**src/rtl/frame_bank_pkg.sv**
```systemverilog
// Shared definitions for the frame-buffer bank arbiter: FSM encoding,
// free-bank selection and parameter legality.
package frame_bank_pkg;

  typedef enum logic [1:0] {
    ST_IDLE  = 2'd0,
    ST_LOAD  = 2'd1,
    ST_RUN   = 2'd2,
    ST_DRAIN = 2'd3
  } fsm_state_t;

  localparam int LOAD_CNT_W = 4;

  // Lowest bank index that is neither being read nor holding a pending ready frame.
  function automatic int lowest_free(input int rd, input int rdy, input logic rdy_v, input int n);
    int res;
    res = 0;
    for (int i = n - 1; i >= 0; i--) begin
      if (i != rd && !(rdy_v && i == rdy)) res = i;
    end
    return res;
  endfunction

  function automatic logic params_legal(input int n, input int bw, input int ll);
    return (n >= 2) && (n <= 4) && (bw >= 1) && ((1 << bw) >= n) && (ll >= 1) && (ll <= 15);
  endfunction

endpackage

```
**src/rtl/bank_sync_edge.sv**
```systemverilog
// Synchronises the asynchronous camera frame-sync level and emits a registered
// one-cycle pulse on each falling edge.
module bank_sync_edge (
  input  logic clk,
  input  logic rst_n,
  input  logic bank_valid,
  output logic switch_flag
);

  logic sync1, sync2, hist;

  always_ff @(posedge clk or negedge rst_n) begin
    if (!rst_n) begin
      sync1       <= 1'b0;
      sync2       <= 1'b0;
      hist        <= 1'b0;
      switch_flag <= 1'b0;
    end else begin
      sync1       <= bank_valid;
      sync2       <= sync1;
      hist        <= sync2;
      switch_flag <= hist & ~sync2;
    end
  end

endmodule

```
**src/rtl/frame_bank_arbiter.sv**
```systemverilog
// Frame-store bank arbiter: newest-frame triple buffering for 3-4 banks,
// lockstep ping-pong for 2 banks.
module frame_bank_arbiter
  import frame_bank_pkg::*;
#(
  parameter int NUM_BANKS = 3,
  parameter int BANK_W    = 2,
  parameter int LOAD_LEN  = 1
) (
  input  logic              clk,
  input  logic              rst_n,
  input  logic              enable,
  input  logic              bank_valid,
  input  logic              frame_write_done,
  input  logic              frame_read_done,
  output logic [BANK_W-1:0] wr_bank,
  output logic [BANK_W-1:0] rd_bank,
  output logic              wr_load,
  output logic              rd_load,
  output logic              frame_dropped,
  output logic              frame_repeated
);

  generate
    if (!params_legal(NUM_BANKS, BANK_W, LOAD_LEN)) begin : g_param_check
      $error("frame_bank_arbiter: illegal NUM_BANKS/BANK_W/LOAD_LEN combination");
    end
  endgenerate

  localparam logic [LOAD_CNT_W-1:0] LAST_CNT = LOAD_CNT_W'(LOAD_LEN - 1);

  logic                  switch_flag;
  fsm_state_t            wr_state, wr_state_next, rd_state, rd_state_next;
  logic [LOAD_CNT_W-1:0] wr_cnt, rd_cnt;
  logic [BANK_W-1:0]     ready_bank;
  logic                  ready_valid;

  logic [BANK_W-1:0]     wr_bank_next, rd_bank_next, ready_bank_next;
  logic                  ready_valid_next, dropped_next, repeated_next;
  logic                  do_commit, do_select;

  bank_sync_edge u_sync (
    .clk         (clk),
    .rst_n       (rst_n),
    .bank_valid  (bank_valid),
    .switch_flag (switch_flag)
  );

  always_ff @(posedge clk or negedge rst_n) begin
    if (!rst_n) begin
      wr_state <= ST_IDLE;
      rd_state <= ST_IDLE;
    end else begin
      wr_state <= wr_state_next;
      rd_state <= rd_state_next;
    end
  end

  always_comb begin
    wr_state_next = wr_state;
    case (wr_state)
      ST_IDLE:  wr_state_next = ST_LOAD;
      ST_LOAD:  if (wr_cnt == LAST_CNT) wr_state_next = ST_RUN;
      ST_RUN:   if (switch_flag && enable) wr_state_next = ST_DRAIN;
      ST_DRAIN: if (frame_write_done) wr_state_next = ST_IDLE;
      default:  wr_state_next = ST_IDLE;
    endcase
  end

  always_comb begin
    rd_state_next = rd_state;
    case (rd_state)
      ST_IDLE:  rd_state_next = ST_LOAD;
      ST_LOAD:  if (rd_cnt == LAST_CNT) rd_state_next = ST_RUN;
      ST_RUN:   if (switch_flag && enable) rd_state_next = ST_DRAIN;
      ST_DRAIN: if (frame_read_done) rd_state_next = ST_IDLE;
      default:  rd_state_next = ST_IDLE;
    endcase
  end

  // Load pulses lag the LOAD state by one cycle so the outputs stay registered.
  always_ff @(posedge clk or negedge rst_n) begin
    if (!rst_n) begin
      wr_cnt  <= '0;
      rd_cnt  <= '0;
      wr_load <= 1'b0;
      rd_load <= 1'b0;
    end else begin
      wr_cnt  <= (wr_state == ST_LOAD) ? wr_cnt + 1'b1 : '0;
      rd_cnt  <= (rd_state == ST_LOAD) ? rd_cnt + 1'b1 : '0;
      wr_load <= (wr_state == ST_LOAD);
      rd_load <= (rd_state == ST_LOAD);
    end
  end

  assign do_commit = (wr_state == ST_DRAIN) && frame_write_done;
  assign do_select = (rd_state == ST_DRAIN) && frame_read_done;

  always_comb begin
    wr_bank_next     = wr_bank;
    rd_bank_next     = rd_bank;
    ready_bank_next  = ready_bank;
    ready_valid_next = ready_valid;
    dropped_next     = 1'b0;
    repeated_next    = 1'b0;
    if (NUM_BANKS == 2) begin
      if (do_commit) wr_bank_next = (wr_bank == '0) ? BANK_W'(1) : '0;
      if (do_select) rd_bank_next = (rd_bank == '0) ? BANK_W'(1) : '0;
    end else begin
      if (do_select) begin
        // A commit in the same cycle is forwarded straight to the reader.
        if (do_commit)        rd_bank_next = wr_bank;
        else if (ready_valid) rd_bank_next = ready_bank;
        else                  repeated_next = 1'b1;
        ready_valid_next = 1'b0;
      end
      if (do_commit) begin
        ready_bank_next = wr_bank;
        dropped_next    = ready_valid;
        if (!do_select) ready_valid_next = 1'b1;
        wr_bank_next = BANK_W'(lowest_free(int'(rd_bank_next), int'(wr_bank), !do_select, NUM_BANKS));
      end
    end
  end

  always_ff @(posedge clk or negedge rst_n) begin
    if (!rst_n) begin
      wr_bank        <= '0;
      rd_bank        <= BANK_W'(NUM_BANKS - 1);
      ready_bank     <= '0;
      ready_valid    <= 1'b0;
      frame_dropped  <= 1'b0;
      frame_repeated <= 1'b0;
    end else begin
      wr_bank        <= wr_bank_next;
      rd_bank        <= rd_bank_next;
      ready_bank     <= ready_bank_next;
      ready_valid    <= ready_valid_next;
      frame_dropped  <= dropped_next;
      frame_repeated <= repeated_next;
    end
  end

endmodule
```
**config.mk**
```make
export PLATFORM = sky130hd
export DESIGN_NAME = frame_bank_arbiter
export DESIGN_NICKNAME = d
export VERILOG_FILES = /design/src/rtl/frame_bank_pkg.sv /design/src/rtl/bank_sync_edge.sv /design/src/rtl/frame_bank_arbiter.sv
export SDC_FILE = /design/constraint.sdc
export NUM_CORES = 1
export LEC_CHECK = 0
export ABC_AREA = 0
export BUFFER_PORTS_ARGS = -buffer_cell sky130_fd_sc_hd__buf_2
export CAP_MARGIN = 20
export CORE_ASPECT_RATIO = 0.5
export CORE_MARGIN = 3
export CORE_UTILIZATION = 45
export DETAILED_ROUTE_END_ITERATION = 7
export PLACE_DENSITY = 0.74
export SYNTH_ARGS = -nofsm -noshare
export SYNTH_HDL_FRONTEND = slang
export SYNTH_SLANG_ARGS = --single-unit
```
**constraint.sdc**
```tcl
create_clock -name clk -period 1.6 [get_ports clk]
set_input_delay 0.24 -clock clk [delete_from_list [all_inputs] [get_ports clk]]
set_output_delay 0.24 -clock clk [all_outputs]
set_load 0.05 [all_outputs]
```
==> impl_metrics.yaml <==
setup_path:
  cp_data_arrival_time_ps: 1770
  crit_path_cell_trace: "buf_4, inv_1, ha_1, a222oi_1, buf_4, o21ai_1, o21ai_1"
  r2r-end: "wr_state[0]"
  reg2reg_from: "wr_state[1]"
  critPathMaxStageDelay_ps: 400
  ff2ff_setup_slack_ps: 30
  cp_slowest_cell: "dfrtp_1"
  r2r_cells: 7
  critPathRequiredTime_ps: 1800
  crit_end: "wr_state[0]"
  cp-startpoint: "wr_state[1]"
  worstSetupPathType: "register to register"
  cp_max_fo: 3
  endpoint_kind: "register"
  worst_setup_path_start_kind: "register"
pwr:
  p_total_mw: 2.84
  p_leak_nw: 0.767
  ir_drop_mv: 0.905
  power_density_nw_per_um2: 1890
worst_hold_path:
  min_path_type: "primary input to register"
placed_design:
  dp_hpwl_um: 1470
  dp.cells: 156
  io_buffer_count: 13
  place_congestion: 0.782
  post-place-ws_ps: -45.7
yosys:
  synth_top_area_share_pct: 52.2
  synth-seq-area-share_pct: 54.3
  syn_area_per_cell_sq_um: 11.9
  syn_nets: 123
  synth.top_cells.by_area: "dfrtp_1 52%, ha_1 12%, inv_1 3.6%"
  synth_area_sq_um: 1250
  ys_ff_latch: 27
  ys_warn_count: 0
  synth_cell_types: 29
  yosysTopAreaCell: "dfrtp_1"
  synthCells: 105
drt:
  vias_per_cell: 4.85
  dr.pass1.iters: 4
  drt-wirelength-per-cell_um: 12.6
  drtIter0Drc: 32
  drcViolationCount: 0
  ant_nets: 0
  routed_wl_um: 2050
  routed-via-count: 791
global_route:
  grt_pass1_wl_um: 3480
  antenna_found_initial: 0
  grt-ovfl-total: 0
  grt_max_degree: 28
  grt_util_all_layers_pct: 13.2
  grt_pass1_vias: 817
outcome:
  outcome: "complete, no violations"
clock_tree:
  cts_made_buffers: 3
  root_buffer: "clkbuf_8"
  cts_buffer_depth: 2
  cts_tree: "yes"
  path_clk_slew_ps: 90
  clock-sinks: 27
  cts_htree_levels: 1
  insertion_delay_ps: 270
floorplan:
  die_x_um: 80.4
  coreArea_sq_um: 2420
  initial_utilization_pct: 51.6
  die_area_sq_um: 3470
  die_h_um: 43.2
  placementRows: 12
  num_io_pins: 14
timing:
  setup_viol: 0
  hold_viol_final: 0
  worst_pin_slew_ps: 591
  final.setup_skew_ps: 5.41
  slew_headroom_pct: 60.6
  fmax_ghz: 0.638
  grt_setup_unrepaired: "true"
  fin_ws_ps: 31.9
  drv_slew: 0
  finalCritPeriodShare_pct: 98.0
  layout_min_cycle_time_ps: 1570
finish:
  final_cells: 163
  fillers: 192
  n_antenna_cell: 0
  area_growth_pct: 20.4
  drive_gt1_share_pct: 28.9
  fin_nets: 147
job:
  drv_cap: 0
==> sequential cells by signal, indices dropped and copies added (netlist names), 2 cells and up <==
name / flops
rd_bank: 2
rd_cnt: 4
rd_state: 2
ready_bank: 2
wr_bank: 2
wr_cnt: 4
wr_state: 2
==> synth_stat cells, drive strengths merged <==
cell	instances
o41ai	1
nor3	1
a21o	1
nor2	3
xnor2	3
ha	12
o21ai	7
nand2	9
a222oi	2
and3	2
nand2b	1
xor2	2
buf	1
a22oi	1
mux2i	1
dfrtp	26
a31oi	1
o211a	1
o2bb2ai	1
inv	12
mux2	1
o221ai	1
dfstp	1
and2	8
nand3	2
o21a	1
nor2b	3
==> area by class of cell <==
type                       instances  area, sq um  share of cell area (%)
timing repair buffer              20          124                    8.26
sequential                        27          678                    45.2
clock buffer                       4         45.0                    3.00
inverter                          12         45.0                    3.00
tap                               35         43.8                    2.92
multi-input combinational         65          564                    37.6
==> worst max-delay path: cells and delay by family, from the launching register on <==
kind,cells,cell delay (ps)
compound gates,3,480
fa+ha+maj,1,200
buf+inv,3,400
flops,1,400
==> repair_timing <==
action	4_1_cts	5_1_grt
hold buffers	1	0
pin swaps	0	3
cloned	0	0
hold endpoints to repair	26	0
endpoints found under the setup margin	1	4
buffers inserted	1	1
gates resized for setup	2	11
==> metrics by stage <==
step	instance area [sq um]	TNS, ps	hold WS, ps	utilization, %
final	1500	0	81.3	62.1
after global routing	1500	-69.0	65.4	62.1
after floorplan	1250	0	-55.6	-
after detailed placement	1380	-45.7	281	56.9
after global placement	1380	0	273	56.9
after CTS	1450	0	75.4	59.8
==> worst min path at each step <==
stage	from	end	slack (ps)	cells past startpoint
3_5_place_dp	rst_n	rd_cnt[2]	280	1
6_report	bank_valid	u_sync.sync1	80	1
5_1_grt	bank_valid	u_sync.sync1	70	1
2_1_floorplan	rst_n	frame_dropped	-60	0
4_1_cts	bank_valid	u_sync.sync1	80	1
3_3_place_gp	rst_n	rd_cnt[0]	270	1
==> placed cells by master (no fill, tap or decap), types with 2 or more instances in the layout <==
cell      instances
a222oi_1          2
and2_1            6
and3_2            2
buf_2            13
buf_4             5
clkbuf_8          3
dfrtp_1          25
ha_1             10
inv_1            12
nand2_1           8
nand3_1           2
nor2_1            3
nor2b_1           3
o21ai_0           3
o21ai_1           3
xnor2_1           3
xor2_1            2
==> logic make-up (layout without fill, tap and decap cells) <==
kind of cell / Yosys count / count (layout) / synth area share, %
compound gates: 17 / 17 / 11.6
xor+xnor: 5 / 5 / 3.51
fa+ha+maj: 12 / 12 / 12.0
buf+inv: 13 / 36 / 4.52
flops: 27 / 27 / 54.3
mux: 2 / 2 / 1.71
simple gates: 29 / 29 / 12.2
==> per-layer routing <==
| layer | wire (um) | vias to the layer above | part of all wire, % | track usage [%] |
|---|---|---|---|---|
| met4 | 0 | 0 | 0 | 3.03 |
| met1 | 971 | 383 | 47 | 16.0 |
| met5 | 0 | - | 0 | 0 |
| met3 | 72 | 0 | 3.5 | 4.45 |
| met2 | 1010 | 12 | 49 | 22.7 |
| li1 | - | 396 | - | - |
==> power breakdown <==
group / internal [mW] / total (mW) / switching (mW)
clock network: 0.178 / 0.381 / 0.202
registers: 0.913 / 1.11 / 0.200
logic: 0.543 / 1.35 / 0.805
total: 1.63 / 2.84 / 1.21
(Power assumes the default switching activity.)
